File: config.mk
export PLATFORM = sky130hd
export DESIGN_NAME = control_botones
export DESIGN_NICKNAME = d
export VERILOG_FILES = /design/src/rtl/control_botones.sv
export SDC_FILE = /design/constraint.sdc
export NUM_CORES = 1
export LEC_CHECK = 0
export CAP_MARGIN = 20
export CORE_ASPECT_RATIO = 2
export CORE_MARGIN = 1.5
export CORE_UTILIZATION = 45
export DETAILED_ROUTE_END_ITERATION = 6
export PLACE_DENSITY = 0.68
export SETUP_SLACK_MARGIN = 0.15
export SLEW_MARGIN = 20
export SYNTH_ARGS = -nofsm -noshare
export SYNTH_HDL_FRONTEND = slang
export SYNTH_SLANG_ARGS = --single-unit
export TNS_END_PERCENT = 50
File: constraint.sdc
create_clock -name clk -period 2.75 [get_ports clk]
set_input_delay 0.6875 -clock clk [delete_from_list [all_inputs] [get_ports clk]]
set_output_delay 0.6875 -clock clk [all_outputs]
set_load 0.02 [all_outputs]
File: src/rtl/control_botones.sv
// control_botones: classifies debounced button presses as short or long,
// arbitrates simultaneous events by fixed priority (lowest index first) and
// queues them in a first-word-fall-through FIFO behind a valid/ready handshake.
module control_botones #(
   parameter int N_BTN      = 4,
   parameter int LONG_TIME  = 25000000,
   parameter int FIFO_DEPTH = 4
) (
   input  logic                     clk,
   input  logic                     rst,
   input  logic [N_BTN-1:0]         btn_level,
   input  logic                     evt_ready,
   output logic                     evt_valid,
   output logic [$clog2(N_BTN)-1:0] evt_id,
   output logic                     evt_long,
   output logic                     fifo_full,
   output logic                     dropped
);

   localparam int ID_W  = $clog2(N_BTN);
   localparam int CNT_W = $clog2(LONG_TIME + 1);
   localparam int PTR_W = $clog2(FIFO_DEPTH);
   localparam int CW    = PTR_W + 1;

   localparam logic [CNT_W-1:0] CNT_LAST = CNT_W'(LONG_TIME - 1);
   localparam logic [CNT_W-1:0] CNT_MAX  = CNT_W'(LONG_TIME);
   localparam logic [CW-1:0]    DEPTH    = CW'(FIFO_DEPTH);

   typedef enum logic [1:0] {
      S_IDLE,
      S_PRESSED,
      S_HELD
   } btn_state_t;

   btn_state_t       state_q [N_BTN];
   btn_state_t       state_d [N_BTN];
   logic [CNT_W-1:0] cnt_q   [N_BTN];
   logic [CNT_W-1:0] cnt_d   [N_BTN];

   logic [N_BTN-1:0] prev;
   logic [N_BTN-1:0] rise;
   logic [N_BTN-1:0] fall;
   logic [N_BTN-1:0] req;
   logic [N_BTN-1:0] req_long;
   logic [N_BTN-1:0] pend_q;
   logic [N_BTN-1:0] pend_d;
   logic [N_BTN-1:0] type_q;
   logic [N_BTN-1:0] type_d;
   logic [N_BTN-1:0] clr;
   logic [N_BTN-1:0] still_pend;
   logic [N_BTN-1:0] accept;
   logic [N_BTN-1:0] drop_vec;

   logic [ID_W-1:0]  win_id;
   logic             win_found;
   logic             push;
   logic             pop;
   logic             full;

   logic [ID_W:0]    mem [FIFO_DEPTH];
   logic [ID_W:0]    head;
   logic [PTR_W-1:0] wr_ptr;
   logic [PTR_W-1:0] rd_ptr;
   logic [CW-1:0]    count;

   // Per-button press FSMs: edge detection, hold counter, short/long requests
   always_comb begin
      rise     = btn_level & ~prev;
      fall     = ~btn_level & prev;
      req      = '0;
      req_long = '0;
      for (int unsigned i = 0; i < N_BTN; i++) begin
         state_d[i] = state_q[i];
         cnt_d[i]   = cnt_q[i];
         case (state_q[i])
            S_IDLE: begin
               if (rise[i]) begin
                  state_d[i] = S_PRESSED;
                  cnt_d[i]   = CNT_W'(1);
               end
            end
            S_PRESSED: begin
               if (fall[i]) begin
                  state_d[i] = S_IDLE;
                  req[i]     = 1'b1;
               end else if (cnt_q[i] >= CNT_LAST) begin
                  // this edge is the LONG_TIME-th sampled-high edge
                  state_d[i]  = S_HELD;
                  cnt_d[i]    = CNT_MAX;
                  req[i]      = 1'b1;
                  req_long[i] = 1'b1;
               end else begin
                  cnt_d[i] = cnt_q[i] + CNT_W'(1);
               end
            end
            S_HELD: begin
               if (fall[i]) state_d[i] = S_IDLE;
            end
            default: state_d[i] = S_IDLE;
         endcase
      end
   end

   // Fixed-priority arbiter and pending-flag update (lowest index wins)
   always_comb begin
      win_id    = '0;
      win_found = 1'b0;
      for (int unsigned i = 0; i < N_BTN; i++) begin
         if (pend_q[i] && !win_found) begin
            win_found = 1'b1;
            win_id    = ID_W'(i);
         end
      end
      full       = (count == DEPTH);
      push       = win_found && !full;
      pop        = evt_valid && evt_ready;
      clr        = push ? (N_BTN'(1) << win_id) : '0;
      // a request collides only with a pending bit that survives this edge
      still_pend = pend_q & ~clr;
      accept     = req & ~still_pend;
      drop_vec   = req & still_pend;
      pend_d     = still_pend | accept;
      type_d     = (type_q & ~accept) | (req_long & accept);
   end

   // State, pending flags, FIFO pointers/count and drop pulse
   always_ff @(posedge clk) begin
      if (!rst) begin
         prev    <= btn_level;
         pend_q  <= '0;
         type_q  <= '0;
         dropped <= 1'b0;
         wr_ptr  <= '0;
         rd_ptr  <= '0;
         count   <= '0;
         for (int unsigned i = 0; i < N_BTN; i++) begin
            state_q[i] <= S_IDLE;
            cnt_q[i]   <= '0;
         end
      end else begin
         prev    <= btn_level;
         pend_q  <= pend_d;
         type_q  <= type_d;
         dropped <= |drop_vec;
         for (int unsigned i = 0; i < N_BTN; i++) begin
            state_q[i] <= state_d[i];
            cnt_q[i]   <= cnt_d[i];
         end
         if (push) wr_ptr <= wr_ptr + PTR_W'(1);
         if (pop)  rd_ptr <= rd_ptr + PTR_W'(1);
         if (push && !pop)      count <= count + CW'(1);
         else if (!push && pop) count <= count - CW'(1);
      end
   end

   // FIFO storage: {long, id} per entry, no reset needed
   always_ff @(posedge clk) begin
      if (push) mem[wr_ptr] <= {type_q[win_id], win_id};
   end

   assign head      = mem[rd_ptr];
   assign evt_valid = (count != '0);
   assign fifo_full = full;
   assign evt_id    = evt_valid ? head[ID_W-1:0] : '0;
   assign evt_long  = evt_valid ? head[ID_W] : 1'b0;

endmodule
; ---- Word level (Yosys, flattened, before mapping)
; Memories as Yosys holds them, arrays and structs flattened. A register that Yosys moved wholly into a read port is not among the register bits.
; Cells that the tools add are included.
[word_totals]
reg_bits = 20
latchBits = 0
mem_bits_rw = 120
mem_bits_ro = 0
input_bits = 7
output_inout_bits = 6
word_cells = 159
memories = 3
[memory_table]
columns = name, words, word_bits, read_ports, rd_ports_with_merged_regs, write_ports, line
row1 = cnt_q, 4, 25, 4, 0, 4, 37  ; logic [CNT_W-1:0] cnt_q [N_BTN];
row2 = mem, 4, 3, 1, 1, 1, 60  ; logic [ID_W:0] mem [FIFO_DEPTH];
row3 = state_q, 4, 2, 4, 0, 4, 35  ; btn_state_t state_q [N_BTN];
[op_classes]
n_addsub = 8
mul = 0
div = 0
magnitude_cmp = 5
n_eq_ne = 9
shifts = 1
mux = 84
bitwise = 22
n_reduce_logical = 20
[ops]
columns = op, count
row1 = two-way mux 25 bit, 16
row2 = case mux 25 bit (2 select lines), 4
row3 = adder 25 x 1 -> 25 bit (second input constant), 4
row4 = greater-or-equal comparator 25 bit (second input constant), 4
row5 = two-way mux 2 bit, 25
row6 = two-way mux 1 bit, 31
row7 = AND 4 bit, 7
row8 = case mux 2 bit (3 select lines), 4
row9 = NOT 4 bit, 5
row10 = equality test 2 x 1 -> 1 bit (second input constant), 4
row11 = equality test 2 bit (second input constant), 4
row12 = zero test 2 bit, 4
row13 = OR 1 bit, 8
row14 = OR 4 bit, 2
row15 = logical AND 1 bit, 7
row16 = zero test 1 bit, 6
row17 = two-way mux 3 bit, 2
row18 = adder 2 x 1 -> 2 bit (second input constant), 2
row19 = two-way mux 4 bit, 1
row20 = OR reduction 4 bit, 1
row21 = << shifter 1 x 2 -> 4 bit (first input constant), 1
row22 = adder 3 x 1 -> 3 bit (second input constant), 1
row23 = equality test 3 bit (second input constant), 1
row24 = < comparator 2 x 3 -> 1 bit (second input constant), 1
row25 = 4 further kinds, 4

; ---- Logic depth before layout (Yosys ltp)
[depth]
depth_word = 19
ltp_mapped = 9
mapped_depth_nobuf = 8

; ---- Worst setup path before layout
; Ideal clock, no wire load.
[synth_path]
path_kind = reg2reg
startpoint = register count[0]
endpoint = register count[2]
setup_time_ns = 0.070
arrival_ns = 2.314
required_ns = 2.680
slack_ns = 0.365
stages_incl_launch_ff = 9
path_buffers = 0
synth_period_minus_slack_ns = 2.385
cell_sequence = dfxtp_1 > nor3b_1 > a21oi_1 > ha_1 > inv_1 > fa_1 > xor2_1 > or3_1 > a21oi_1
[synth_between]
elab_chain_len = 6
elab_cells_between_ends = 14
cone_classes = add/sub: 2 / eq/ne: 1 / mux: 2 / reduce/logical: 9
[synth_rtl]
columns = item, line
row1 = "start, declared", 64  ; logic [CW-1:0] count;
row2 = "start signal, assigned", 151  ; if (push && !pop) count <= count + CW'(1);
row3 = "start signal, assigned", 152  ; else if (!push && pop) count <= count - CW'(1);
row4 = equality test 3 bit *, 114  ; full = (count == DEPTH);
row5 = net fifo_full, 16  ; output logic fifo_full,
row6 = zero test 1 bit *, 115  ; push = win_found && !full;
row7 = logical AND 1 bit *, 115
row8 = net push, 56  ; logic push;
row9 = zero test 1 bit, 152
row10 = logical AND 1 bit, 152
row11 = nonzero test 2 bit (no source line), -
; Mark *: on every way through the listed nets, which the timed path passes. The rest lies on a longest branch. The select of a mux whose other input is x is not followed.
; A chain may end at the register's enable or synchronous reset.

==> run summary <==
Status
- finished, final reports clean — status

Yosys
- 28.9% — simple logic cell fraction of the synthesized area
- simple AND/OR/NAND/NOR gates — dominant combinational cell family by area after synthesis
- 22.6% — complex-gate fraction of the synthesized area
- 0 — yosys warns
- 39.3% — portion of the post-synthesis area used by sequential elements
- 2.67% — fraction of synthesized cell area in xor and xnor cells
- 142 — number of storage elements in the synthesis netlist
- 978 — Synth Net Count
- 1.29% — proportion of synthesized area in mux cells
- 12 — number of enable flip-flop cells after synthesis
- 961 — Syn Inst Count
- dfxtp_1 — most used flip-flop cell after synthesis
- 7.85 um^2 — Syn Area/Cell
- 0% — share of synthesized flip-flops with an asynchronous set or reset
- 2.02% — adder and majority gate portion of the synthesized area
- 0.00755 mm^2 — Cell Area, Synth
- 66 — number of distinct standard cells referenced by the synthesized netlist

Setup path
- evt_long — worst setup path end
- 2.06 ns — required arrival time at the worst endpoint
- 1.84 ns — arrival time reported for the critical path endpoint
- 0.32 ns — internal reg-to-reg setup slack
- 7 — number of cells on the worst reg-to-reg path
- mux4_2 -> and2_1 -> dlygate4sd2_1 — crit-path cells
- flop — Critical Path Start Type
- cnt_q[1][16] — reg-to-reg endpoint
- 1 — number of buffer and inverter instances along the worst setup path
- mux4_2 — CP max-delay cell
- reg2out — critical path type
- cnt_q[1][0] — Reg-to-Reg Start
- 0.52 ns — largest stage delay on the critical path
- multiplexers — family of cells with the greatest summed delay on the critical path
- output pin — sort of element at the end of the critical path
- 3 — path length in cells of the critical path
- 3 — Crit Path Max Fanout

Timing
- 0 — Final Hold Fails
- 0 — pins over their slew limit
- 395 MHz — maximum clock frequency
- 0 ns — Post-Route Setup TNS
- 56.8% — worst slew margin relative to its limit
- 0 — number of setup violations in the final report
- 0.463 ns — worst hold margin
- 2.53 ns — minimum clock period
- no — unrepaired setup endpoints after global routing
- 0.0100 ns — largest clock skew in the final design
- 92.0% — part of the cycle the worst path needs
- 0.640 ns — Worst-Margin Slew

Routing
- 19100 um — Routed WL
- 16.0 um — wire length per cell after detailed routing
- 7253 — Via Count
- 0 — Final ANT Viol Nets
- 6.07 — vias per inst
- 405 — Starting DRT DRC Count
- 0 — DRC viols
- 5 — drt pass-1 iters

Clock network
- 0.43 ns — Clk Latency, worst-skew pair
- 17 — number of buffers created by CTS
- clkbuf_16 — clock root buffer
- done — TritonCTS clock tree
- 0 — Setup Buffers After CTS
- 4 — maximum level of the CTS H-tree
- 0.06 ns — clk slew on worst S/H paths
- 2 — Clock Tree Buf Depth
- 142 — clock tree sinks

Global routing
- 6887 — via count of the first global-routing pass
- 47 — largest net degree at the start of global routing
- 22.6% — Total GRT Usage
- 0 — total grt overflow
- 0 — number of antenna violations at the first check in global routing
- 31500 um — wire length of the first global-routing pass

Job
- 0 — number of violations of the max-capacitance limit

Pwr
- 1.36 mW — net switching power figure
- 609 mW/mm^2 — power per unit of standard cell area
- 47.0% — Clk pwr share
- 11.6% — combinational cell fraction of total power
- 25.9% — switching share of total power
- 41.4% — Seq pwr share
- 2.99 nW — leakage power of the design
- 3.91 mW — internal power of the cells
- 0.309 mV — maximum resistive drop on vdd

Layout
- 0.00434 mm^2 — area of the multi-input gates
- 995 — net count reported at finish
- 1579 — number of fill cells in the layout
- dfxtp_1 — commonest non-fill, non-tap cell in the layout
- 0.00296 mm^2 — Storage cell area
- 129 x dfxtp_1, 109 x nand2_1, 97 x o21ai_0 — most frequent cells in the layout
- 7.87% — share of cells above drive strength 1
- 14.7% — synthesis-to-layout area growth
- 0 — number of diodes added for antenna fixing

Die
- 46.2% — starting density of the core
- 94.6 um — horizontal die dimension
- 186 um — die height
- 66 — # rows
- 0.0176 mm^2 — area enclosed by the die boundary
- 13 — ports placed on the boundary
- 0.0164 mm^2 — core box area

Placed design
- 13600 um — placed wire-length estimate after detailed placement
- 0.867 — GP Congestion
- 12 — I/O Buffers

Min path
- reg2reg — worst hold-check path type

[synth_stat cells (4+ instances only)]
library cell / instances / area share (%)
a21o_1: 8 / 0.80
a21oi_1: 82 / 5.4
a311oi_1: 4 / 0.46
a31oi_1: 21 / 1.7
a32oi_1: 6 / 0.70
and2_1: 22 / 1.8
and3_1: 14 / 1.2
and4_1: 13 / 1.5
buf_1: 4 / 0.20
buf_2: 6 / 0.40
clkbuf_1: 35 / 1.7
dfxtp_1: 130 / 34
edfxtp_1: 12 / 4.8
ha_1: 9 / 1.5
inv_1: 16 / 0.80
nand2_1: 109 / 5.4
nand2b_1: 14 / 1.2
nand3_1: 45 / 3.0
nand4_1: 33 / 2.7
nor2_1: 90 / 4.5
nor2b_1: 15 / 1.2
nor3_1: 39 / 2.6
nor4_1: 15 / 1.2
o211ai_1: 7 / 0.70
o21a_1: 15 / 1.5
o21ai_0: 97 / 6.4
o22ai_1: 6 / 0.50
o311ai_0: 6 / 0.70
or3_1: 4 / 0.33
or4_1: 4 / 0.40
xnor2_1: 13 / 1.5
xor2_1: 10 / 1.2
[per-layer routing]
| layer | part of all wire, % | global-route usage, % |
|---|---|---|
| met1 | 37 | 22.3 |
| met2 | 56 | 43.9 |
| met3 | 3.0 | 3.29 |
| met4 | 3.2 | 12.1 |
| met5 | 0 | 0 |
[kinds of logic (layout without fill, tap and decap cells)]
| logic type | after synthesis | in the layout |
|---|---|---|
| xor+xnor | 23 | 23 |
| fa+ha+maj | 12 | 12 |
| mux | 6 | 6 |
| buf+inv | 62 | 92 |
| compound gates | 283 | 283 |
| flops | 142 | 142 |
| simple gates | 433 | 433 |
[layout make-up]
type                    count  share of cell area (%)
multi-input cells         757                    50.1
inverters                  16                   0.694
clock inverters            13                    1.98
well taps                 204                    2.95
clock buffers              19                    5.36
flip-flops and latches    142                    34.2
repair buffers             44                    4.67
[worst reg2reg max path: stages (launching register included)]
cell,delay (ns)
dfxtp_1,0.35
ha_1,0.31
a21o_1,0.20
a2111oi_2,0.47
o211ai_1,0.22
and2_1,0.36
o21a_1,0.25
o21a_1,0.17
[through the flow]
step	util (%)	area [um^2]	worst slack (ns)	power (mW)	std cells
6_report	53.0	8660	0.219	5.27	1195
2_1_floorplan	-	7550	0.365	2.61	961
4_1_cts	52.9	8650	0.00546	5.33	1195
3_3_place_gp	49.0	8020	0.160	2.84	1163
5_1_grt	53.0	8660	0.158	5.47	1195
3_5_place_dp	49.0	8020	0.139	2.85	1163
[sequential cells by signal, summed over array words and instances, names as in the netlist, named ones only]
name / count
cnt_q: 100
count: 3
dropped: 1
mem: 12
pend_q: 4
prev: 4
rd_ptr: 2
state_q: 8
wr_ptr: 2
[worst min path at each step]
stage / start / endpoint / slack [ns] / depth (start not counted)
after floorplan: flop / flop / 0.43 / 2
after global placement: cnt_q[1][24] / cnt_q[1][24] / 0.44 / 2
after detailed placement: cnt_q[1][24] / cnt_q[1][24] / 0.46 / 2
after CTS: cnt_q[1][24] / cnt_q[1][24] / 0.47 / 2
after global routing: cnt_q[1][24] / cnt_q[1][24] / 0.50 / 2
final: cnt_q[1][24] / cnt_q[1][24] / 0.46 / 2
[power by group through the flow]
| stage | registers (mW) | logic [mW] | clock network (mW) |
|---|---|---|---|
| 3_3_place_gp | 2.22 | 0.616 | 0 |
| 5_1_grt | 2.19 | 0.673 | 2.60 |
| 6_report | 2.18 | 0.613 | 2.48 |
| 4_1_cts | 2.18 | 0.623 | 2.52 |
| 3_5_place_dp | 2.23 | 0.623 | 0 |
| 2_1_floorplan | 2.21 | 0.392 | 0 |
[what timing repair did]
item                       4_1_cts  5_1_grt
gates resized for setup          2        3
hold buffers                     0        0
setup endpoints to repair        3        3
cloned                           0        0
hold endpoints to repair         0        0
No activity file was read; power rests on OpenSTA's default activity.
